## src/rtl/data_mem_responder_pkg.sv

```systemverilog
// Shared widths and FSM state encoding for the data-memory responder.
package data_mem_responder_pkg;
    localparam int DMEM_ADDR_W = 7;
    localparam int DMEM_DATA_W = 32;
    localparam int DMEM_DEPTH  = 128;

    typedef enum logic [1:0] {
        ST_CLEAR = 2'd0,
        ST_SERVE = 2'd1,
        ST_LOAD  = 2'd2
    } dmem_state_e;
endpackage

```

## src/rtl/data_mem_responder_array.sv

```systemverilog
// Word storage: one synchronous write port, one asynchronous read port.
module dmem_array #(
    parameter int ADDR_W = 7,
    parameter int DATA_W = 32,
    parameter int DEPTH  = 128
) (
    input  logic              clk,
    input  logic              we,
    input  logic [ADDR_W-1:0] waddr,
    input  logic [DATA_W-1:0] wdata,
    input  logic [ADDR_W-1:0] raddr,
    output logic [DATA_W-1:0] rdata
);
    logic [DATA_W-1:0] mem_r [DEPTH];

    // Commit the selected write on the rising edge.
    always_ff @(posedge clk) begin
        if (we) begin
            mem_r[waddr] <= wdata;
        end
    end

    assign rdata = mem_r[raddr];
endmodule

```

## src/rtl/data_mem_responder.sv

```systemverilog
// Data-memory responder: core port with zero-latency reads, reset clear sweep,
// valid/ready backdoor loader and sticky not-ready access flag.
module data_mem_responder
    import data_mem_responder_pkg::*;
#(
    parameter int ADDR_W         = DMEM_ADDR_W,
    parameter int DATA_W         = DMEM_DATA_W,
    parameter int DEPTH          = DMEM_DEPTH,
    parameter int CLEAR_ON_RESET = 1
) (
    input  logic              clk,
    input  logic              rst,
    input  logic              CEN,
    input  logic              WEN,
    input  logic              OEN,
    input  logic [ADDR_W-1:0] A,
    input  logic [DATA_W-1:0] Data2Mem,
    output logic [DATA_W-1:0] ReadDataMem,
    output logic              mem_ready,
    input  logic              ld_valid,
    output logic              ld_ready,
    input  logic [ADDR_W-1:0] ld_addr,
    input  logic [DATA_W-1:0] ld_data,
    input  logic              ld_last,
    output logic [ADDR_W:0]   ld_count,
    output logic              acc_err
);
    localparam logic [ADDR_W-1:0] LAST_ADDR = ADDR_W'(DEPTH - 1);
    localparam logic [ADDR_W:0]   COUNT_MAX = (ADDR_W + 1)'(DEPTH);

    dmem_state_e       state_r, state_nxt_s;
    logic [ADDR_W-1:0] clr_ptr_r;
    logic [ADDR_W:0]   ld_count_r;
    logic              acc_err_r;
    logic              we_s;
    logic [ADDR_W-1:0] waddr_s;
    logic [DATA_W-1:0] wdata_s;
    logic [DATA_W-1:0] rdata_s;
    logic [DATA_W-1:0] read_s;

    dmem_array #(
        .ADDR_W (ADDR_W),
        .DATA_W (DATA_W),
        .DEPTH  (DEPTH)
    ) u_array (
        .clk   (clk),
        .we    (we_s),
        .waddr (waddr_s),
        .wdata (wdata_s),
        .raddr (A),
        .rdata (rdata_s)
    );

    // Next-state logic, write-port mux and read gating.
    always_comb begin
        state_nxt_s = state_r;
        we_s        = 1'b0;
        waddr_s     = A;
        wdata_s     = Data2Mem;
        read_s      = '0;
        case (state_r)
            ST_CLEAR: begin
                we_s    = 1'b1;
                waddr_s = clr_ptr_r;
                wdata_s = '0;
                if (clr_ptr_r == LAST_ADDR) begin
                    state_nxt_s = ST_SERVE;
                end else begin
                    state_nxt_s = ST_CLEAR;
                end
            end
            ST_SERVE: begin
                we_s = ~CEN & ~WEN;
                if (~CEN & ~OEN) begin
                    read_s = rdata_s;
                end else begin
                    read_s = '0;
                end
                // The core has priority: the loader only gets in on idle cycles.
                if (ld_valid & CEN) begin
                    state_nxt_s = ST_LOAD;
                end else begin
                    state_nxt_s = ST_SERVE;
                end
            end
            ST_LOAD: begin
                we_s    = ld_valid;
                waddr_s = ld_addr;
                wdata_s = ld_data;
                if (ld_valid & ld_last) begin
                    state_nxt_s = ST_SERVE;
                end else begin
                    state_nxt_s = ST_LOAD;
                end
            end
            default: begin
                state_nxt_s = ST_SERVE;
            end
        endcase
    end

    // State, clear pointer, loader count and sticky error registers.
    always_ff @(posedge clk) begin
        if (rst) begin
            state_r    <= (CLEAR_ON_RESET != 0) ? ST_CLEAR : ST_SERVE;
            clr_ptr_r  <= '0;
            ld_count_r <= '0;
            acc_err_r  <= 1'b0;
        end else begin
            state_r <= state_nxt_s;
            if (state_r == ST_CLEAR) begin
                clr_ptr_r <= clr_ptr_r + 1'b1;
            end
            if ((state_r == ST_SERVE) && (state_nxt_s == ST_LOAD)) begin
                ld_count_r <= '0;
            end else if ((state_r == ST_LOAD) && ld_valid && (ld_count_r != COUNT_MAX)) begin
                ld_count_r <= ld_count_r + 1'b1;
            end
            if (~CEN && (state_r != ST_SERVE)) begin
                acc_err_r <= 1'b1;
            end
        end
    end

    assign ReadDataMem = read_s;
    assign mem_ready   = (state_r == ST_SERVE);
    assign ld_ready    = (state_r == ST_LOAD);
    assign ld_count    = ld_count_r;
    assign acc_err     = acc_err_r;
endmodule
```

## config.mk

```make
export PLATFORM = sky130hd
export DESIGN_NAME = data_mem_responder
export DESIGN_NICKNAME = d
export VERILOG_FILES = /design/src/rtl/data_mem_responder_pkg.sv /design/src/rtl/data_mem_responder_array.sv /design/src/rtl/data_mem_responder.sv
export SDC_FILE = /design/constraint.sdc
export NUM_CORES = 2
export LEC_CHECK = 0
export BUFFER_PORTS_ARGS = -buffer_cell sky130_fd_sc_hd__buf_2
export CAP_MARGIN = 20
export CELL_PAD_IN_SITES_DETAIL_PLACEMENT = 0
export CELL_PAD_IN_SITES_GLOBAL_PLACEMENT = 1
export CORE_ASPECT_RATIO = 1.5
export CORE_MARGIN = 4
export CORE_UTILIZATION = 35
export DETAILED_ROUTE_END_ITERATION = 10
export PLACE_DENSITY = 0.55
export SLEW_MARGIN = 20
export SYNTH_ARGS = -nofsm -noshare
export SYNTH_HDL_FRONTEND = slang
export SYNTH_SLANG_ARGS = --single-unit
```

## constraint.sdc

```tcl
create_clock -name clk -period 21.6 [get_ports clk]
set_input_delay 1.08 -clock clk [delete_from_list [all_inputs] [get_ports clk]]
set_output_delay 1.08 -clock clk [all_outputs]
set_load 0.005 [all_outputs]
```

==> flow_summary.toml <==
[outcome]
status = "completed"

[clocking]
cts.path.max_buffers = 4
cts.sinks = 4114
clk_latency_ps = 960
cts_buffers = 383
root_buffer = "clkbuf_16"
cts_setup_buffers = 0
cts_hold_buf = 0
cts.clk_slew.worst_paths_ps = 60
cts_tree = "built"
htreeDepth = 5
post_cts_resized = 0

[synth]
synth_area_um2 = 157000
synth_seq_cells = 4114
yosysSeqAreaShare_pct = 78.6
yosys_warnings = 0
synth_compound_area_share_pct = 4.29
post_synth_and_or_nand_nor_area_fraction_pct = 0.897
synth_cell_type_count = 45
synth_adder_area_share_pct = 0.0239
syn_avg_cell_area_um2 = 22.2
synth_fp_nets = 7146
synth_edf_count = 4096
synth_mux_area_share_pct = 14.9
synth-xor-area-share_pct = 0.0725
synthCells = 7058
synth_top_family_by_area = "multiplexers"
async_flop_share_pct = 0
ys.flop_type = "edfxtp_1"

[cells_and_area]
layout.area.seq_um2 = 123000
final_cell_mix = "edfxtp_1 (4096), mux4_2 (896), clkbuf_16 (393), mux2i_1 (327), buf_4 (314)"
final_common_cell = "edfxtp_1"
final_area_um2 = 180000
syn_to_final_growth_pct = 14.5
multiInputGateArea_um2 = 33300
nets = 7569
n_fill_cell = 39700
layout-drive-gt1-share_pct = 26.8

[power_and_ir_drop]
ir_drop_uv = 71.3
p_clk_share_pct = 42.7
swShare_pct = 20.6
p_int_uw = 12600
p_leak_uw = 0.0651
p_comb_share_pct = 2.7
powerDensity_nw_per_um2 = 88.2
power_frac_seq_pct = 54.7
switchingPower_uw = 3270

[min_path]
holdCritStartpoint = "rst"
hold_class = "in2reg"

[sta]
setup_violations = 0
drv_slew = 0
rsz0062_at_grt = "no"
fmax_mhz = 126
fin_crit_ps = 7960
worst_pin_slew_ps = 1240
setup_tns_ps = 0
hold_viol = 0
period_share_pct = 36.9
fin_skew_ps = 64.0
slew_headroom_pct = 14.6

[floorplan]
die_h_um = 828
fp-row-count = 301
initial_utilization_pct = 35.1
io_pins = 128
core_area_um2 = 447000
dieWidth_um = 555
dieArea_um2 = 460000

[global_routing]
grt_pass1_vias = 80100
grt_first_pass_wirelength_mm = 657
grt_overflow = 0
antenna_found_initial = 37
grt.total_usage_pct = 20.4
grt_max_degree = 114

[detailed_routing]
final_antenna_net_count = 0
firstDrtPassIters = 5
wl_per_cell_um = 34.7
wirelength_mm = 477
drt_iter0_drc = 8168
num_vias = 76700
routed_via_density = 5.58
drcViolationCount = 0

[critical_path]
critical_path.endpoint_type = "output port"
worstPathArrival_ps = 6880
worstSetupPathType = "in2out"
crit_top_cell = "buf_4"
cp_cell_sequence = "buf_12 > buf_4 > buf_4 > buf_4 > buf_4 > mux4_2 > a22oi_1 > a21oi_1 > o41ai_1 > o31ai_1 > buf_4 > buf_2"
cp.buffers_inverters = 7
startpoint = "A[0]"
critPathTopFamily = "buffers and inverters"
cpPeakStageDelay_ps = 1060
cp_max_fo = 69
cp_slowest_cell = "o41ai_1"
setup.worst_path.start_class = "input pin"
r2r_start = "state_r[1]"
worstPathRequired_ps = 20520

[place]
gp_congestion = 0.779
place_area_um2 = 167000
dp_hpwl_mm = 272
io_buffers = 127

[job]
drv_cap = 0
[worst reg2reg max path: cells and delay by family, from the launching register on]
kind	cells	cell delay, ps
and+or+nand+nor	3	2250
muxes	1	1050
DFF	1	500
buffers and inverters	1	480
AOI/OAI and AO/OA	1	400
[cell usage after synthesis, types with 4 or more instances]
master    number  area (um^2)
edfxtp_1    4096       123000
mux4_2       896        20200
mux2i_1      327         3270
a22oi_1      256         1920
clkbuf_1     229          860
a21oi_1      194          971
nor2_1       158          593
o221ai_1     128         1120
buf_2        108          541
nand2_1      104          390
o21ai_0      102          510
a21o_1        64          480
a221oi_1      64          561
o22a_1        64          561
nand3_1       41          205
buf_1         40          150
buf_4         36          270
o31ai_1       32          240
o41ai_1       32          280
dfxtp_1       18          360
xor2_1         9         78.8
nand4_1        7         43.8
nor2b_1        7         43.8
and2_1         4         25.0
buf_6          4         45.0
nand2b_1       4         25.0
nor3_1         4         20.0
o21a_1         4         30.0
xnor2_1        4         35.0
[path summary, 6_finish.rpt]
check / endpoint / slack (ps) / cells after the start
worst max register to register: u_array.mem_r[104][28] / 16510 / 6
worst min register to register: acc_err / 470 / 2
worst min-delay path: clr_ptr_r[2] / 440 / 2
worst max-delay path: ReadDataMem[9] / 13640 / 12
[layer usage]
layer / track usage [%] / part of all wire, % / vias up / wire, um
met1: 24.6 / 37 / 42500 / 178000
li1: - / - / 31100 / -
met5: 0 / 0.0019 / - / 9
met2: 36.9 / 53 / 2543 / 253000
met4: 8.58 / 4.8 / 2 / 22900
met3: 2.36 / 4.8 / 596 / 23100
[registers in the layout (all words and copies together), names as in the netlist]
register,cells
acc_err,1
clr_ptr_r,7
ld_count,8
state_r,2
u_array.mem_r,4096
[per-stage QoR]
| stage | utilization [%] | power, uW | instances | hold slack, ps | setup slack (ps) |
|---|---|---|---|---|---|
| after CTS | 40.1 | 16000 | 13700 | 374 | 13140 |
| after global placement | 37.4 | 9270 | 13000 | 460 | 13280 |
| after detailed placement | 37.4 | 9270 | 13000 | 466 | 13140 |
| after floorplan | - | 9100 | 7058 | 463 | 14280 |
| final | 40.2 | 15900 | 13800 | 444 | 13640 |
| after global routing | 40.2 | 16300 | 13700 | 422 | 13120 |
[final cells by class]
type / instances / share of cell area, %
timing repair buffer: 455 / 1.84
clock inverter: 213 / 1.15
sequential: 4114 / 68.6
clock buffer: 469 / 5.63
tap: 5908 / 4.11
multi-input combinational: 2524 / 18.5
antenna: 64 / 0.0891
inverter: 3 / 0.00626
[power by group through the flow]
stage | Sequential (uW) | Combinational (uW) | Clock (uW)
CTS | 8670 | 432 | 6900
detailed placement | 8840 | 432 | 0
floorplan | 8840 | 261 | 0
finish | 8670 | 423 | 6770
global route | 8660 | 444 | 7220
global placement | 8840 | 431 | 0
[cells by family after synthesis]
group	after synthesis
multiplexers	1223
buffers and inverters	420
adder cells (fa/ha/maj)	3
XOR/XNOR	13
AO/OA/AOI/OAI	947
AND/OR/NAND/NOR	338
flip-flops	4114
(Power assumes the default switching activity.)
